===== config.mk =====
export PLATFORM = sky130hd
export DESIGN_NAME = hls_run_sequencer
export DESIGN_NICKNAME = d
export VERILOG_FILES = /design/src/rtl/hls_run_sequencer.sv
export SDC_FILE = /design/constraint.sdc
export NUM_CORES = 1
export LEC_CHECK = 0
export ABC_AREA = 1
export CELL_PAD_IN_SITES_DETAIL_PLACEMENT = 1
export CELL_PAD_IN_SITES_GLOBAL_PLACEMENT = 2
export CORE_MARGIN = 1
export CORE_UTILIZATION = 37
export DETAILED_ROUTE_END_ITERATION = 10
export GPL_TIMING_DRIVEN = 0
export HOLD_SLACK_MARGIN = 0.15
export PLACE_DENSITY_LB_ADDON = 0.1
export SLEW_MARGIN = 5
export SYNTH_ARGS = -nofsm -noshare
export SYNTH_HDL_FRONTEND = slang
export SYNTH_SLANG_ARGS = --single-unit

===== constraint.sdc =====
create_clock -name clock -period 3.2 [get_ports clock]
set_input_delay 0.96 -clock clock [delete_from_list [all_inputs] [get_ports clock]]
set_output_delay 0.96 -clock clock [all_outputs]
set_load 0.01 [all_outputs]

===== src/rtl/hls_run_sequencer.sv =====
// Batch run controller for a Bambu accelerator: resets it, starts it, times each run and queues
// one {status,cycles} record per run in a FWFT FIFO. Define HLS_RUNSEQ_TIMEOUT_EN for the watchdog.
module hls_run_sequencer #(
  parameter int CNT_W      = 32,
  parameter int RUNS_W     = 8,
  parameter int RST_CYCLES = 2,
  parameter int TIMEOUT    = 200000000,
  parameter int FIFO_DEPTH = 8
) (
  input  logic                clock,
  input  logic                reset,
  input  logic                go,
  input  logic [RUNS_W-1:0]   num_runs,
  output logic                busy,
  output logic                batch_done,
  output logic                acc_reset,
  output logic                start_port,
  input  logic                done_port,
  output logic                res_valid,
  input  logic                res_ready,
  output logic [CNT_W+1:0]    res_data
);

  localparam int PTR_W  = (FIFO_DEPTH > 1) ? $clog2(FIFO_DEPTH) : 1;
  localparam int CNTF_W = PTR_W + 1;
  localparam int RC_W   = (RST_CYCLES > 1) ? $clog2(RST_CYCLES) : 1;
  localparam int REC_W  = CNT_W + 2;
  localparam logic [CNTF_W-1:0] DEPTH_C = CNTF_W'(FIFO_DEPTH);
  localparam logic [RC_W-1:0]   RC_LAST = RC_W'(RST_CYCLES - 1);

  typedef enum logic [2:0] {
    S_IDLE, S_ARST, S_START, S_WAIT, S_LOG, S_DONE
  } state_t;

  state_t              state_q, state_d;
  logic [RUNS_W-1:0]   runs_left_q, runs_left_d;
  logic [RC_W-1:0]     rst_cnt_q, rst_cnt_d;
  logic [CNT_W-1:0]    cyc_q, cyc_d, cyc_inc;
  logic [REC_W-1:0]    rec_q, rec_d;
  logic                busy_q, busy_d;
  logic                batch_done_q, batch_done_d;
  logic                acc_reset_q, acc_reset_d;
  logic                start_port_q, start_port_d;
  logic [PTR_W-1:0]    wr_ptr_q, wr_ptr_d, rd_ptr_q, rd_ptr_d;
  logic [CNTF_W-1:0]   count_q, count_d;
  logic [REC_W-1:0]    fifo_mem_q [FIFO_DEPTH];
  logic                push, pop, fifo_full;

`ifdef HLS_RUNSEQ_TIMEOUT_EN
  localparam logic [CNT_W-1:0] TIMEOUT_C = CNT_W'(TIMEOUT);
`else
  logic unused_timeout;
  assign unused_timeout = (TIMEOUT != 0);
`endif

  assign fifo_full = (count_q == DEPTH_C);
  assign pop       = (count_q != '0) && res_ready;
  // The counter sticks at all-ones rather than wrapping on very long runs.
  assign cyc_inc   = (&cyc_q) ? cyc_q : cyc_q + 1'b1;

  always_comb begin
    state_d     = state_q;
    runs_left_d = runs_left_q;
    rst_cnt_d   = rst_cnt_q;
    cyc_d       = cyc_q;
    rec_d       = rec_q;
    push        = 1'b0;
    case (state_q)
      S_IDLE: begin
        if (go) begin
          runs_left_d = num_runs;
          state_d     = (num_runs == '0) ? S_DONE : S_ARST;
        end
      end
      S_ARST: begin
        if (rst_cnt_q == RC_LAST) begin
          rst_cnt_d = '0;
          state_d   = S_START;
        end else begin
          rst_cnt_d = rst_cnt_q + 1'b1;
        end
      end
      S_START: begin
        cyc_d   = CNT_W'(1);
        state_d = S_WAIT;
      end
      S_WAIT: begin
        // cyc_q counts the start cycle, so the done cycle itself adds one more.
        if (done_port) begin
          rec_d   = {2'b01, cyc_inc};
          state_d = S_LOG;
        end
`ifdef HLS_RUNSEQ_TIMEOUT_EN
        else if (cyc_q == TIMEOUT_C) begin
          rec_d   = {2'b10, TIMEOUT_C};
          state_d = S_LOG;
        end
`endif
        else begin
          cyc_d = cyc_inc;
        end
      end
      S_LOG: begin
        if (!fifo_full) begin
          push        = 1'b1;
          runs_left_d = runs_left_q - 1'b1;
          state_d     = (runs_left_q == RUNS_W'(1)) ? S_DONE : S_ARST;
        end
      end
      S_DONE:  state_d = S_IDLE;
      default: state_d = S_IDLE;
    endcase

    // Outputs are registered from the next state so they line up with the state register.
    busy_d       = (state_d != S_IDLE);
    batch_done_d = (state_d == S_DONE);
    acc_reset_d  = (state_d != S_ARST);
    start_port_d = (state_d == S_START);

    wr_ptr_d = push ? wr_ptr_q + 1'b1 : wr_ptr_q;
    rd_ptr_d = pop  ? rd_ptr_q + 1'b1 : rd_ptr_q;
    case ({push, pop})
      2'b10:   count_d = count_q + 1'b1;
      2'b01:   count_d = count_q - 1'b1;
      default: count_d = count_q;
    endcase
  end

  always_ff @(posedge clock or negedge reset) begin
    if (!reset) begin
      state_q      <= S_IDLE;
      runs_left_q  <= '0;
      rst_cnt_q    <= '0;
      cyc_q        <= '0;
      rec_q        <= '0;
      busy_q       <= 1'b0;
      batch_done_q <= 1'b0;
      acc_reset_q  <= 1'b0;
      start_port_q <= 1'b0;
      wr_ptr_q     <= '0;
      rd_ptr_q     <= '0;
      count_q      <= '0;
    end else begin
      state_q      <= state_d;
      runs_left_q  <= runs_left_d;
      rst_cnt_q    <= rst_cnt_d;
      cyc_q        <= cyc_d;
      rec_q        <= rec_d;
      busy_q       <= busy_d;
      batch_done_q <= batch_done_d;
      acc_reset_q  <= acc_reset_d;
      start_port_q <= start_port_d;
      wr_ptr_q     <= wr_ptr_d;
      rd_ptr_q     <= rd_ptr_d;
      count_q      <= count_d;
    end
  end

  always_ff @(posedge clock) begin
    if (push) fifo_mem_q[wr_ptr_q] <= rec_q;
  end

  assign busy       = busy_q;
  assign batch_done = batch_done_q;
  assign acc_reset  = acc_reset_q;
  assign start_port = start_port_q;
  assign res_valid  = (count_q != '0);
  // Empty FIFO presents zero so stale entries never leak out after a reset.
  assign res_data   = res_valid ? fifo_mem_q[rd_ptr_q] : '0;

endmodule


==> reports/metrics.csv <==
metric;value;unit
Yosys top cell by area;edfxtp_1;
die height;206;um
most common cell after layout, fill and taps aside;nand2_1;
Max Root-Sink Buffers;3;
Yosys cell types;34;
Sum Neg Setup Slack;0;ps
hold buffer count at CTS;0;
violated checks;DRC;
min cycle time layout;3150;ps
largest net degree at the start of global routing;51;
core area;41000;um^2
Fillers;4478;
max_cap viols;0;
total number of vias;10875;
first-pass GRT wire length;68.0;mm
R2R setup slack;570;ps
post-synthesis cell area;15400;um^2
Max-slew headroom;0.526;
Syn Inst Count;1458;
Syn. warnings;0;
Max Freq;317;MHz
reg2reg start;state_q[0];
max incr delay on CP;390;ps
total global routing overflow;0;
commonest non-fill, non-tap cells in the layout;310 x nand2_1, 264 x edfxtp_1, 259 x nor2_1;
Initial DRT Pass Iterations;7;
clock root buffer;clkbuf_16;
setup violators final;0;
number of global-route vias before repair;11372;
CP cell instances;buf_6 -> clkbuf_16 -> buf_12 -> nor2_2 -> nor2_1 -> o21ai_0 -> o21ai_1 -> o21ai_1 -> nor2_1 -> clkdlybuf4s15_2;
Final Core Density;0.451;
GPL Wtd Cong;0.794;
Clock Skew;22.2;ps
PwrDens;850;nW/um^2
Slew @ Worst Pin;710;ps
element type at the critical path end;output pin;
drt drc;4;
Initial DRC Count;529;
IO Count;52;
worst setup path startpoint;rd_ptr_q[0];
Worst Setup EP;res_data[27];
CTS tree;done;
routed vias/inst;5.09;
gr usage total;0.215;
Setup CP Type;flip-flop to output pin;
outcome;complete, but fails checks;
period utilization;0.984;
Seq/Total Area, Yosys;0.661;
worst r2r path cells;7;
syn_area_per_cell;10.6;um^2
setup repair after global routing missed its margin;yes;
Max VDD drop;0.388;mV
Clock Pin Slew Worst Setup and Hold Paths;60;ps
Antenna Diode Count;0;
Max Slew Vio Count;0;
share of post-route cells with drive strength above 1;0.155;
mean routed wirelength per cell;20.9;um
Clock Latency Late Sink;550;ps
HPWL after DPL;30.7;mm
Sink Count;355;
post-placement setup slack;-360;ps
Syn Nets;1479;
worst min-delay path class;input pin to asynchronous set/reset pin;
H-tree levels;2;
Synth top area share;0.513;
Worst Path Required;2240;ps
final hold violations;0;
Inserted Clock Buffers;40;
initial core utilization;0.376;
IO Port Bufs;50;
CP max-delay cell;dfrtp_1;
Synth Register Bits;355;
initial antenna violation count;0;
Die Wd;206;um
Synth area leaders;edfxtp_1 51%, dfrtp_1 15%, nand2_1 7.5%;
Site Rows;74;
area grow syn2layout;20.0;%
crit-path max FO;6;
CP Data Arrival Time;2190;ps
Final nets;1593;
die area;42500;um^2
Critical R2R Capture;fifo_mem_q[4][10];
leakage;7.44;nW
drt total wl;44.7;mm
Final ANT Viol Nets;0;
setup ws final;50.3;ps
startpoint types;flip-flop;
==> flip-flops by register name, summed over array words and instances, names as in the netlist <==
signal and cells:
acc_reset 1, batch_done 1, busy 1, count_q 4, cyc_q 32, fifo_mem_q 264, rd_ptr_q 3, rec_q 33
rst_cnt_q 1, runs_left_q 8, start_port 1, state_q 3, wr_ptr_q 3
==> through the flow <==
step                hold slack (ps)  power (mW)  cells  cell area [um^2]
floorplan                       465        8.54   1458             15400
global placement                487        10.9   2040             16600
detailed placement              500        11.0   2049             16900
CTS                             441        15.8   2126             18400
global route                    464        16.6   2135             18500
finish                          428        15.7   2135             18500
==> worst min path at each step <==
stage,to
floorplan,runs_left_q[7]
global placement,runs_left_q[7]
detailed placement,rst_cnt_q
CTS,runs_left_q[2]
global route,runs_left_q[2]
finish,runs_left_q[2]
==> report_power, final <==
group          internal, mW  switching [mW]
combinational          2.30            3.55
sequential             5.24           0.274
clock                  2.50            1.88
total                  10.0            5.70
==> kinds of logic (layout without fill, tap and decap cells) <==
family / count (synthesis) / count (layout) / synth area share
compound gates: 248 / 248 / 0.0855
xor+xnor: 12 / 12 / 0.00681
fa+ha+maj: 8 / 8 / 0.00648
buf+inv: 134 / 279 / 0.0378
flops: 355 / 355 / 0.661
mux: 33 / 33 / 0.0214
other cells: 1 / 1 / 0.000243
simple gates: 667 / 667 / 0.181
==> critical path, delay by kind of cell, from the launching register on <==
family	cells	cell delay (ps)
buf+inv	4	660
flops	1	390
simple gates	3	220
compound gates	3	350
==> what timing repair did <==
action | in CTS | in global routing
resized for setup | 245 | 74
gates cloned | 1 | 3
pin swaps | 20 | 30
setup endpoints to repair | 34 | 33
buffers inserted | 4 | 8
==> cell type report <==
type                    instances  area, um^2  share of cell area
multi-input cells             969        4750               0.257
inverters                      66         253              0.0136
clock inverters                18         139             0.00750
clock buffers                  55        1100              0.0593
flip-flops and latches        355       10200               0.551
repair buffers                 75         785              0.0424
well taps                     532         666              0.0359
plain buffers                  65         622              0.0336
==> synth_stat cells <==
| cell type | instances |
|---|---|
| nand3_2 | 22 |
| o21ai_1 | 9 |
| o21ai_2 | 8 |
| nor2_4 | 4 |
| o21ai_0 | 186 |
| o211ai_1 | 1 |
| dfrtp_1 | 91 |
| a21oi_1 | 7 |
| nand2_4 | 3 |
| buf_12 | 1 |
| inv_1 | 63 |
| mux2i_1 | 33 |
| xor2_1 | 9 |
| nand2_1 | 310 |
| o22ai_1 | 36 |
| buf_1 | 2 |
| nor2_1 | 278 |
| nand3_1 | 32 |
| nor2_2 | 1 |
| nor2_8 | 1 |
| nand2_2 | 6 |
| buf_6 | 4 |
| edfxtp_1 | 264 |
| nand4_1 | 4 |
| ha_1 | 8 |
| conb_1 | 1 |
| or2_2 | 4 |
| buf_4 | 3 |
| nor3_1 | 2 |
| buf_2 | 19 |
| xnor2_1 | 3 |
| inv_2 | 3 |
| a31oi_1 | 1 |
| clkbuf_1 | 39 |
==> routing by layer <==
| metal | wire length, um | up-vias | global-route usage |
|---|---|---|---|
| met5 | 0 | - | 0 |
| met4 | 823 | 0 | 0.0517 |
| met3 | 1360 | 56 | 0.0263 |
| met2 | 21900 | 138 | 0.370 |
| met1 | 20600 | 5471 | 0.289 |
| li1 | - | 5210 | - |
Power figures use the tool's default switching activity.
